$ cat config.mk
export PLATFORM = sky130hd
export DESIGN_NAME = fetch_sequencer
export DESIGN_NICKNAME = d
export VERILOG_FILES = /design/src/rtl/fetch_sequencer_pkg.sv /design/src/rtl/fetch_sequencer_sat_counter.sv /design/src/rtl/fetch_sequencer.sv
export SDC_FILE = /design/constraint.sdc
export NUM_CORES = 1
export LEC_CHECK = 0
export CORE_MARGIN = 2
export CORE_UTILIZATION = 41
export DETAILED_ROUTE_END_ITERATION = 8
export PLACE_DENSITY = 0.84
export SLEW_MARGIN = 20
export SYNTH_ARGS = -nofsm -noshare
export SYNTH_HDL_FRONTEND = slang
export SYNTH_SLANG_ARGS = --single-unit
$ cat constraint.sdc
create_clock -name clk -period 3.4 [get_ports clk]
set_clock_uncertainty 0.15 [all_clocks]
set_input_delay 0.51 -clock clk [delete_from_list [all_inputs] [get_ports clk]]
set_output_delay 0.51 -clock clk [all_outputs]
set_load 0.02 [all_outputs]
$ cat src/rtl/fetch_sequencer_pkg.sv
// Constants and types shared by the fetch sequencer, instruction memory and decode.
// The state encoding is fixed so other blocks can decode it.
package fetch_sequencer_pkg;

  typedef enum logic [1:0] {
    S_IDLE  = 2'd0,
    S_FETCH = 2'd1,
    S_HALT  = 2'd2
  } fetch_state_t;

  localparam int unsigned OPCODE_W  = 6;
  localparam logic [31:0] HALT_WORD = 32'hFC00_0000;
  localparam logic [31:0] INIT_ADDR = 32'hFFFF_FFFC;

  function automatic logic [OPCODE_W-1:0] opcode_of(input logic [31:0] instr);
    return instr[31:26];
  endfunction

  function automatic logic [OPCODE_W-1:0] funcode_of(input logic [31:0] instr);
    return instr[5:0];
  endfunction

endpackage

$ cat src/rtl/fetch_sequencer_sat_counter.sv
// Saturating up-counter with synchronous clear (clear wins over enable).
module sat_counter #(
  parameter int unsigned W = 16
) (
  input  logic         clk,
  input  logic         rst,
  input  logic         clr_i,
  input  logic         en_i,
  output logic [W-1:0] count_o
);

  logic [W-1:0] count_q;
  logic [W-1:0] count_d;

  // NOTE: every variable assigned in always_comb gets a default first, so no latch can be inferred.
  always_comb begin
    count_d = count_q;
    if (clr_i) begin
      count_d = '0;
    end else if (en_i && (count_q != {W{1'b1}})) begin
      count_d = count_q + 1'b1;
    end
  end

  // NOTE: sequential state uses non-blocking assignments so all flops update together at the edge.
  always_ff @(posedge clk or posedge rst) begin
    if (rst) begin
      count_q <= '0;
    end else begin
      count_q <= count_d;
    end
  end

  assign count_o = count_q;

endmodule

$ cat src/rtl/fetch_sequencer.sv
// Program-counter owner: addresses the combinational instruction memory and registers
// the returned word for decode, with stall, redirect, halt-marker and fault handling.
module fetch_sequencer
  import fetch_sequencer_pkg::*;
#(
  parameter int unsigned SIZE_IM  = 128,
  parameter logic [31:0] RESET_PC = 32'h0000_0000,
  parameter logic [5:0]  HALT_OP  = 6'b111111,
  parameter int unsigned CNT_W    = 16
) (
  input  logic             clk,
  input  logic             rst,
  input  logic             start,
  input  logic             stall,
  input  logic             redirect_valid,
  input  logic [31:0]      redirect_addr,
  output logic [31:0]      imem_addr,
  input  logic [31:0]      imem_instr,
  output logic             if_valid,
  output logic [31:0]      if_instr,
  output logic [31:0]      if_pc,
  output logic [5:0]       if_ctr,
  output logic [5:0]       if_funcode,
  output logic             halted,
  output logic             fault,
  output logic [CNT_W-1:0] fetch_count
);

  localparam logic [31:0] PC_LIMIT = 32'(4 * SIZE_IM);

  fetch_state_t state_q;
  logic [31:0]  pc_q;
  logic         if_valid_q;
  logic [31:0]  if_instr_q;
  logic [31:0]  if_pc_q;
  logic         halted_q;
  logic         fault_q;

  logic pc_out_of_range;
  logic is_halt_word;
  logic deliver;
  logic restart;

  assign pc_out_of_range = (pc_q >= PC_LIMIT);
  assign is_halt_word    = (opcode_of(imem_instr) == HALT_OP);

  // Redirect beats the range fault, which beats stall, which beats halt detection.
  assign deliver = (state_q == S_FETCH) && !redirect_valid && !pc_out_of_range
                   && !stall && !is_halt_word;
  assign restart = start && (state_q != S_FETCH);

  always_ff @(posedge clk or posedge rst) begin
    if (rst) begin
      state_q    <= S_IDLE;
      pc_q       <= INIT_ADDR;
      if_valid_q <= 1'b0;
      if_instr_q <= HALT_WORD;
      if_pc_q    <= INIT_ADDR;
      halted_q   <= 1'b0;
      fault_q    <= 1'b0;
    end else begin
      unique case (state_q)
        S_IDLE: begin
          if (start) begin
            state_q <= S_FETCH;
            pc_q    <= RESET_PC;
          end
        end

        S_FETCH: begin
          if (redirect_valid) begin
            pc_q       <= redirect_addr;
            if_valid_q <= 1'b0;
            if (redirect_addr[1:0] != 2'b00) begin
              state_q  <= S_HALT;
              halted_q <= 1'b1;
              fault_q  <= 1'b1;
            end
          end else if (pc_out_of_range) begin
            state_q    <= S_HALT;
            halted_q   <= 1'b1;
            fault_q    <= 1'b1;
            if_valid_q <= 1'b0;
          end else if (!stall) begin
            if_instr_q <= imem_instr;
            if_pc_q    <= pc_q;
            if (is_halt_word) begin
              if_valid_q <= 1'b0;
              state_q    <= S_HALT;
              halted_q   <= 1'b1;
            end else begin
              if_valid_q <= 1'b1;
              pc_q       <= pc_q + 32'd4;
            end
          end
        end

        S_HALT: begin
          if (start) begin
            state_q    <= S_FETCH;
            pc_q       <= RESET_PC;
            halted_q   <= 1'b0;
            fault_q    <= 1'b0;
            if_valid_q <= 1'b0;
          end
        end

        default: begin
          state_q  <= S_IDLE;
          halted_q <= 1'b0;
        end
      endcase
    end
  end

  sat_counter #(
    .W(CNT_W)
  ) u_fetch_count (
    .clk    (clk),
    .rst    (rst),
    .clr_i  (restart),
    .en_i   (deliver),
    .count_o(fetch_count)
  );

  assign imem_addr  = pc_q;
  assign if_valid   = if_valid_q;
  assign if_instr   = if_instr_q;
  assign if_pc      = if_pc_q;
  assign if_ctr     = opcode_of(if_instr_q);
  assign if_funcode = funcode_of(if_instr_q);
  assign halted     = halted_q;
  assign fault      = fault_q;

endmodule

# Yosys cells after proc, flatten, opt, wreduce, memory -nomap -nowiden
# Cells that the tools add are included.
# word_totals
register_bits,117
latchBits,0
ramBits,0
rom_bits,0
input_bits,69
out_inout_bits,127
wordCells,81
memories,0
# op_classes
add_sub_neg,2
n_mul,0
div_mod_pow,0
order_cmp,1
eq_ne,14
n_shift,0
n_mux,30
n_bitwise,4
n_reduce_logical,22
# op_table
op,count
$mux 32,5
$pmux 32 s2,1
$add 32x3->32 const B,1
$ge 32x10->1 const B,1
$mux 16,2
$add 16x1->16 const B,1
$ne 16x16->1 const B,1
$mux 1,12
$mux 2,6
$ne 3x3->1 const B,4
$reduce_and 4->1,3
$reduce_and 5->1,2
$ne 4x4->1 const B,2
$reduce_bool 2->1,4
$eq 6x6->1 const B,1
$logic_and 1x1->1,6
$logic_not 1->1,4
$ne 2x1->1 const B,2
$not 1->1,4
$pmux 1 s2,2
$pmux 2 s2,1
$ne 3x2->1 const B,1
$pmux 1 s3,1
$reduce_and 3->1,1
other kinds (5),5

# Depth between registers and ports, before layout
# Gate-level depths: netlist of run 1.
# depth
word_depth,8
mapped_depth,7
ltp_nobuf,6

# Hierarchy
# From an unflattened synthesis of run 1, not the netlist that was laid out.
# hier_totals
cells_unflattened,506
hier_area_um2,5547.8
# modules_own_cells
mod,n_inst,cells_per_inst,area_each_um2,seq_area_each_um2
fetch_sequencer,1,405,4615.7,2610.0
sat_counter,1,101,932.1,400.4

# Least setup slack after synthesis of run 1
# Ideal clock, no wire load.
# synth_path
kind,input -> register
startpoint,input redirect_valid
endpoint,"register if_instr_q[10], in the netlist if_instr[10]"
setup_time_ns,0.125
arrival_ns,2.100
t_required_ns,3.125
slack_ns,1.025
cell_stages,5
path_buffers,1
cell_sequence,nand2b_1 or2_2 nor4_4 buf_6 mux2_2
# synth_via
elab_chain_cells,2
# synth_rtl
item,line,text
from (decl),fetch_sequencer.sv:15,"input logic redirect_valid,"
$not 1->1 (no line),n/a,
$reduce_and 4->1 (no line),n/a,
to (signal assigned),fetch_sequencer.sv:85,if_instr_q <= imem_instr;
to (decl),fetch_sequencer.sv:34,logic [31:0] if_instr_q;
# No other way between the ends.
# A chain may end at the register's enable or synchronous reset.

# Worst setup path in the final report of run 1
# layout_path
startpoint,"register pc_q[16], in the netlist imem_addr[16]"
endpoint,"register u_fetch_count.count_q[4], in the netlist u_fetch_count.count_o[4]"
# layout_via
elab_chain_cells,7
# layout_rtl
item,line,text
from (decl),fetch_sequencer.sv:32,logic [31:0] pc_q;
from (signal assigned),fetch_sequencer.sv:72,pc_q <= redirect_addr;
from (signal assigned),fetch_sequencer.sv:93,pc_q <= pc_q + 32'd4;
$ge 32x10->1,fetch_sequencer.sv:44,assign pc_out_of_range = (pc_q >= PC_LIMIT);
$logic_not 1->1,fetch_sequencer.sv:48,assign deliver = (state_q == S_FETCH) && !redirect_valid && !pc_out_of_range
$logic_and 1x1->1,fetch_sequencer.sv:48,
$logic_and 1x1->1 (2 in a row),fetch_sequencer.sv:49,&& !stall && !is_halt_word;
$logic_and 1x1->1,fetch_sequencer_sat_counter.sv:20,end else if (en_i && (count_q != {W{1'b1}})) begin
$reduce_bool 2->1 (no line),n/a,
to (signal assigned),fetch_sequencer_sat_counter.sv:30,count_q <= count_d;
to (decl),fetch_sequencer_sat_counter.sv:12,logic [W-1:0] count_q;
# No other way between the ends.

==> results of run 1 <==
-- final timing paths --
| check | to | slack, ns | cells past startpoint |
|---|---|---|---|
| worst max-delay path | u_fetch_count.count_o[4] | 0.55 | 5 |
| worst min-delay path | if_pc[24] | 0.33 | 1 |
| worst max register to register | u_fetch_count.count_o[4] | 0.55 | 5 |
| worst min register to register | if_pc[24] | 0.33 | 1 |
| max in group asynchronous | state_q[0] | 2.18 | 3 |
| min in group asynchronous | if_instr[9] | 0.50 | 3 |
-- worst max-delay path: stages (launching register included) --
cell	delay [ns]
dfstp_2	0.40
nor4_1	0.50
and4_1	0.34
o2111ai_2	0.55
or4_1	0.69
a21oi_1	0.15
-- metal layers --
layer  vias up  wire length (um)  part of all wire, %
li1       2195                 -                    -
met1      2348              6310                   42
met2       211              7340                   49
met3        29              1020                  6.8
met4         0               310                  2.1
met5         -                 0                    0
-- layout make-up --
class	instances	share of cell area [%]
well taps	176	2.72
inverters	14	0.695
multi-input cells	332	27.6
flip-flops and latches	117	37.2
repair buffers	204	25.3
clock buffers	26	5.92
clock inverters	5	0.649
-- power breakdown --
part	switching, uW	internal, uW	total (uW)
Clock	573	1030	1610
Sequential	434	1970	2400
Combinational	1410	1290	2700
-- logic make-up (layout without fill, tap and decap cells) --
group | count (synthesis) | count (layout) | synth area share, %
DFF | 117 | 117 | 54.8
adders and majority gates | 3 | 3 | 0.683
muxes | 45 | 45 | 9.15
and+or+nand+nor | 172 | 172 | 16.9
AOI/OAI and AO/OA | 112 | 112 | 13.9
buffers and inverters | 47 | 249 | 4.60
-- flip-flops by register name, indices dropped and copies added, names as in the netlist --
signal and flops:
imem_addr 32, if_valid 1, fault 1, if_pc 32, if_instr 32, halted 1, state_q 2, u_fetch_count.count_o 16
-- through the flow --
stage / hold slack (ns) / cell area [um2] / util, % / std cells / worst slack (ns)
2_1_floorplan: 0.369 / 5500 / - / 496 / 1.02
3_3_place_gp: 0.319 / 7560 / 57.4 / 843 / 0.461
3_5_place_dp: 0.325 / 7560 / 57.4 / 843 / 0.358
4_1_cts: 0.334 / 8100 / 61.4 / 874 / 0.617
5_1_grt: 0.338 / 8100 / 61.4 / 874 / 0.356
6_report: 0.331 / 8100 / 61.4 / 874 / 0.546
-- layout by cell type (no fill, tap or decap), drive strengths merged, types with 6 or more instances in the layout --
| cell type | instances |
|---|---|
| nand2b | 7 |
| nor4 | 8 |
| a22o | 13 |
| o41ai | 7 |
| clkdlybuf4s50 | 195 |
| mux2 | 42 |
| inv | 13 |
| nor3 | 10 |
| nand2 | 42 |
| a21oi | 16 |
| o21ai | 32 |
| nand4 | 13 |
| or4 | 6 |
| nand3 | 14 |
| dfrtp | 51 |
| o31ai | 10 |
| buf | 9 |
| dfstp | 66 |
| nor2 | 22 |
| a22oi | 8 |
| clkbuf | 26 |
| nor2b | 26 |
==> results.yml, run 1 <==
drt:
  vias: 4783
  postRouteAntennaNets: 0
  via_per_inst: 5.47
  routedWlPerCell_um: 17.1
  drt_iter0_drc: 288
  drc: 0
  first_pass_iters: 4
  routed_wl_um: 15000
yosys:
  synth.cell_area_um2: 5500
  postSynthAreaPerCell_um2: 11.1
  synthDistinctLibCells: 50
  synthCells: 496
  ys_top_cells_by_area: "dfstp_2 32%, dfrtp_1 23%, mux2_2 7.8%"
  synthArstFlopShare_pct: 100
  synthTopCellsByCount: "66 x dfstp_2, 51 x dfrtp_1, 42 x nand2_1"
  yosysWarnings: 0
  synth_edf_count: 0
  yosysMostFrequentCell: "dfstp_2"
  yosys.area.top_type_share_pct: 31.6
  synth_nets: 568
  synth-seq-area-share_pct: 54.8
  ys_ff_latch: 117
  synth_top_area_cell: "dfstp_2"
  synth_flop_cell: "dfstp_2"
job:
  max_cap_viol_count: 0
timing:
  hold_violations: 0
  finalSetupTns_ns: 0
  setup_viol: 0
  worst_pin_slew_ns: 1.01
  fin_crit_ns: 2.85
  slew_headroom_pct: 32.4
  clock.fmax_mhz: 350
  rsz0062_at_grt: "no"
  drv_slew: 0
  fin_crit_sh_pct: 83.9
global_route:
  use_met1_pct: 27.3
  grtUsageTotal_pct: 21.2
  use_met2_pct: 34.2
  antenna_found_initial: 0
  gr-usage-met3_pct: 5.51
  grt_pass1_vias: 4667
  grt_overflow: 0
  globalRoute.busiestLayer: "met2"
  grt_pass1_wl_um: 24000
  grt_max_degree: 118
place:
  dp_hpwl_um: 10500
  io_buffers: 195
  globalplace.congestion: 0.824
layout:
  multiInputGateArea_um2: 2230
  areaGrowthSynthToFinish_pct: 47.3
  antenna_cells: 0
  regArea_um2: 3010
  nets: 758
  drive_above_1_share_pct: 20.5
  n_fill_cell: 1070
worst_setup_path:
  critPathLaunchType: "flop"
  crit_path_max_fanout: 28
  startpoint: "imem_addr[16]"
  r2r-start: "imem_addr[16]"
  worstPathRequired_ns: 3.58
  crit_type: "flop to flop"
  critPathCaptureType: "flop"
  arrival_ns: 3.03
cts:
  cts.clk_slew.worst_paths_ns: 0.05
  clk-insertion-delay-late_ns: 0.41
  post_cts_resized: 0
  cts_made_buffers: 17
  cts_max_level: 4
  hold_buffers: 0
  cts.path.max_buffers: 2
  cts_sinks: 117
  tritoncts: "yes"
  cts_root_buf: "clkbuf_16"
  cts_setup_buffers: 0
min_path:
  hp-class: "flop to flop"
  worstHoldStart: "if_pc[24]"
floorplanning:
  core_um2: 13200
  die_y_um: 120
  dieArea_um2: 14300
  row_count: 42
  initial_core_util_pct: 41.7
  die_w_um: 120
  ios: 196
pwr:
  ir_drop_uv: 479
  power_leakage_uw: 0.00320
  p_per_area_nw_per_um2: 829
  power_uw: 6710
outcome:
  status: "complete, no violations"
Note: power is estimated with default switching activity, not from simulation.
==> run 2, diff against run 1 <==
==> constraint.sdc (replaced) <==
create_clock -name clk -period 2.6 [get_ports clk]
set_clock_uncertainty 0.15 [all_clocks]
set_input_delay 0.39 -clock clk [delete_from_list [all_inputs] [get_ports clk]]
set_output_delay 0.39 -clock clk [all_outputs]
set_load 0.02 [all_outputs]
==> run 2 against run 1 <==
  * Wire length rose by 1.3%
  * Flip-flop and latch count did not move
  * Final cell count rose by 1.1%
  * Register-to-register slack got worse by 0.39 ns
  * Worst hold slack got worse by 0.048 ns
  * First-iteration DRC count rose by 16%
  * Non-clock buffer count rose by 9
  * Fmax rose by 17%
  * Sequential power rose by 32%
  * Cell area rose by 2.3%
  * Largest power group unchanged
==> results.yml, run 2 (synthesis gave the netlist of run 1 again) <==
timing:
  drv_slew: 0
  worst_pin_slew_ns: 0.586
  slew_headroom_pct: 60.9
  setup_viol: 0
  hold_violations: 0
  clock.fmax_mhz: 409
  setup_ws_ns: 0.155
  rsz0062_at_grt: "no"
  fin_crit_ns: 2.44
  hold-worst-slack_ns: 0.283
  fin_crit_sh_pct: 94.0
global_route:
  antenna_found_initial: 0
  grtUsageTotal_pct: 21.5
  grt_pass1_vias: 4815
  grt_max_degree: 80
  grt_pass1_wl_um: 24500
  grt_overflow: 0
worst_setup_path:
  critical_path_buf_inv_count: 1
  critPathLaunchType: "flop"
  worstReg2RegEnd: "if_instr[17]"
  path_delay_family: "simple AND/OR/NAND/NOR gates"
  crit_type: "flop to flop"
  cp_slowest_cell: "dfstp_2"
  critical-path-max-stage-delay_ns: 0.40
  critPathCaptureType: "flop"
  r2r-start: "imem_addr[21]"
  r2r_setup_slack_ns: 0.16
  worstPathRequired_ns: 2.73
  crit_path_max_fanout: 42
  r2r_cells: 5
  path_cells: "nor4_1 -> nand4_1 -> nor4_4 -> buf_12 -> mux2_2"
  arrival_ns: 2.58
floorplanning:
  ios: 196
  die_w_um: 120
  core_um2: 13200
  row_count: 42
  die_y_um: 120
  dieArea_um2: 14300
  initial_core_util_pct: 41.7
pwr:
  power_uw: 9170
  ir_drop_uv: 709
  p_int_uw: 5950
  pwr-share-clk_pct: 26.5
  combPwrFrac_pct: 39.1
  swShare_pct: 35.1
  p_per_area_nw_per_um2: 1110
  seqPwrFrac_pct: 34.4
  power_leakage_uw: 0.00330
  p_sw_uw: 3220
cts:
  cts.path.max_buffers: 2
  hold_buffers: 0
  clk-insertion-delay-late_ns: 0.40
  cts_root_buf: "clkbuf_16"
  cts_made_buffers: 17
  cts_max_level: 4
  tritoncts: "yes"
  cts_sinks: 117
  cts.clk_slew.worst_paths_ns: 0.05
layout:
  antenna_cells: 0
  regArea_um2: 3010
  drive_above_1_share_pct: 22.3
  n_fill_cell: 1014
  final_common_cell: "clkdlybuf4s50_1"
  areaGrowthSynthToFinish_pct: 50.6
  nets: 767
  post-route-util_pct: 62.8
  post-route-cell-area_um2: 8280
  layout_common_cells: "195 x clkdlybuf4s50_1, 66 x dfstp_2, 51 x dfrtp_1"
  multiInputGateArea_um2: 2240
job:
  max_cap_viol_count: 0
place:
  place_area_um2: 7650
  dp_hpwl_um: 10900
  place_ws_ns: -0.153
  globalplace.congestion: 0.862
  io_buffers: 195
drt:
  drt_iter0_drc: 333
  postRouteAntennaNets: 0
  routed_wl_um: 15200
  routedWlPerCell_um: 17.2
  vias: 4818
  drc: 0
  via_per_inst: 5.45
  first_pass_iters: 5
min_path:
  hp-class: "input port to asynchronous set/reset pin"
outcome:
  status: "complete, no violations"
[run 2: cell type report]
class	count	share of cell area (%)
inverters	14	0.680
multi-input cells	332	27.0
clock buffers	22	5.61
clock inverters	10	1.84
flip-flops and latches	117	36.4
well taps	176	2.66
repair buffers	213	25.8
[run 2: power by group through the flow]
stage	registers [uW]	logic, uW	clock network [uW]
after CTS	3150	3600	2470
after detailed placement	3160	3580	0
after floorplan	3670	1370	0
final	3160	3590	2430
after global placement	3120	3500	0
after global routing	3250	3810	2570
[run 2: worst max-delay path by stage]
stage	from	endpoint	slack, ns	cells past startpoint
floorplan	imem_addr[2]	imem_addr[30]	0.29	6
global placement	redirect_valid	if_instr[22]	-0.05	6
detailed placement	redirect_valid	if_instr[4]	-0.15	6
CTS	imem_addr[16]	if_instr[17]	0.01	5
global route	imem_addr[21]	if_instr[12]	0.06	5
finish	imem_addr[21]	if_instr[17]	0.16	5
[run 2: worst min-delay path: cells and delay by family]
family | cells | cell delay (ns)
buf+inv | 3 | 0.80
[run 2: per-stage QoR]
stage               instances  TNS (ns)
CTS                       883         0
global placement          851     -1.13
global route              884         0
finish                    884         0
floorplan                 496         0
detailed placement        851     -5.81
[run 2: timing repair]
item                       in CTS  in global routing
buffers inserted                0                  1
setup endpoints to repair       0                 26
resized for setup               0                  1
hold endpoints to repair        0                  0
[run 2: metal layers]
layer	vias to the layer above	global-route usage, %	part of all wire (%)
met3	24	5.80	6.7
met1	2355	27.8	42
met5	-	0	0
met2	220	35.0	50
li1	2219	-	-
met4	0	7.50	1.6
==> run 3, diff against run 2 <==
--- a/config.mk
+++ b/config.mk
@@ -5,6 +5,7 @@
 export SDC_FILE = /design/constraint.sdc
 export NUM_CORES = 1
 export LEC_CHECK = 0
+export CORE_ASPECT_RATIO = 2
 export CORE_MARGIN = 2
 export CORE_UTILIZATION = 41
 export DETAILED_ROUTE_END_ITERATION = 8
==> run 3 against run 2 <==
  * The flow now finishes with violations (design-rule violations)
  * Critical endpoint is now imem_addr[28]
  * First-iteration DRC count decreased by 12%
  * Sequential share of layout area increased by 0.17 points
  * Final cell count decreased by 2.9%
==> results.yml, run 3 (synthesis gave the netlist of run 1 again) <==
min_path:
  worstHoldStart: "if_pc[28]"
  min_to: "if_pc[28]"
  hp-class: "flop to flop"
  hold_depth: 1
cts:
  clk-insertion-delay-late_ns: 0.40
  tritoncts: "yes"
  cts_made_buffers: 17
  cts_setup_buffers: 0
  cts.path.max_buffers: 2
  post_cts_resized: 0
  cts_root_buf: "clkbuf_16"
  hold_buffers: 0
  cts_max_level: 4
  cts.clk_slew.worst_paths_ns: 0.06
  cts_sinks: 117
floorplanning:
  initial_core_util_pct: 42.1
  ios: 196
  row_count: 59
  core_um2: 13100
  die_y_um: 168
  die_w_um: 85.9
  dieArea_um2: 14400
worst_setup_path:
  crit_type: "flop to flop"
  worstPathRequired_ns: 2.80
  arrival_ns: 2.69
  critPathLaunchType: "flop"
  critPathCaptureType: "flop"
  startpoint: "imem_addr[2]"
  r2r_setup_slack_ns: 0.11
  crit_path_max_fanout: 7
  r2r-start: "imem_addr[2]"
  r2r_cells: 7
  worstReg2RegEnd: "imem_addr[28]"
timing:
  slew_headroom_pct: 53.8
  worst_pin_slew_ns: 0.692
  hold_violations: 0
  fin_crit_ns: 2.49
  setup_viol: 0
  finalSetupTns_ns: 0
  clock.fmax_mhz: 401
  drv_slew: 0
  fin_crit_sh_pct: 95.8
drt:
  drc: 18
  postRouteAntennaNets: 0
  dr_wl_met2_um: 9110
  highest_layer: "met4"
  met1_length_um: 5730
  via_per_inst: 5.72
  routedWlPerCell_um: 18.9
  wl_met3_um: 955
  first_pass_iters: 9
  vias: 4905
  drt_iter0_drc: 293
  routed_wl_um: 16200
pwr:
  p_per_area_nw_per_um2: 1130
  power_uw: 9280
  ir_drop_uv: 723
  power_leakage_uw: 0.00328
layout:
  multiInputGateArea_um2: 2250
  regArea_um2: 3010
  post-route-util_pct: 63.1
  drive_above_1_share_pct: 22.7
  antenna_cells: 0
  n_fill_cell: 1013
  layout_common_cells: "195 x clkdlybuf4s50_1, 66 x dfstp_2, 51 x dfrtp_1"
  nets: 765
  areaGrowthSynthToFinish_pct: 49.9
  fin_cells: 858
  post-route-cell-area_um2: 8240
  final_common_cell: "clkdlybuf4s50_1"
place:
  dp_hpwl_um: 11700
  io_buffers: 195
  place_area_um2: 7590
  dp.cells: 826
  globalplace.congestion: 0.915
outcome:
  status: "finished with violations"
  violations: "design-rule violations"
global_route:
  antenna_found_initial: 0
  grt_overflow: 0
  grtUsageTotal_pct: 22.8
  grt_max_degree: 118
  grt_pass1_wl_um: 25900
  grt_pass1_vias: 5119
job:
  max_cap_viol_count: 0
run 3: per-stage QoR:
step | hold WS, ns | worst slack, ns
5_1_grt | 0.342 | -0.0129
6_report | 0.330 | 0.108
3_3_place_gp | 0.315 | 0.0444
3_5_place_dp | 0.324 | -0.0291
2_1_floorplan | 0.369 | 0.286
4_1_cts | 0.334 | 0.112
run 3: final cells by class:
type,count,share of cell area (%)
flip-flops and latches,117,36.5
multi-input cells,332,27.3
clock buffers,17,5.16
inverters,14,0.683
repair buffers,211,25.4
well taps,152,2.31
clock inverters,15,2.63
run 3: how the worst max path moves through the flow:
| stage | cells after the start | slack [ns] | to |
|---|---|---|---|
| global route | 7 | -0.01 | imem_addr[28] |
| finish | 7 | 0.11 | imem_addr[28] |
| floorplan | 6 | 0.29 | imem_addr[30] |
| global placement | 6 | 0.04 | if_instr[17] |
| CTS | 7 | 0.11 | imem_addr[30] |
| detailed placement | 6 | -0.03 | if_instr[24] |
run 3: worst max-delay path: stages (launching register included):
cell	delay, ns
dfstp_2	0.59
ha_1	0.22
nand3_1	0.18
nor3_1	0.22
buf_4	0.18
nand4_1	0.28
o41ai_1	0.42
a22o_1	0.18
run 3: power breakdown:
part | switching, uW | internal, uW | total (uW)
sequential | 618 | 2570 | 3190
clock | 903 | 1630 | 2530
combinational | 1850 | 1710 | 3560
total | 3370 | 5910 | 9280
run 3: layer usage:
metal,vias to the layer above,GRT usage (%)
met5,-,0
met2,253,42.2
met3,30,3.99
met1,2417,24.1
li1,2205,-
met4,0,10.8
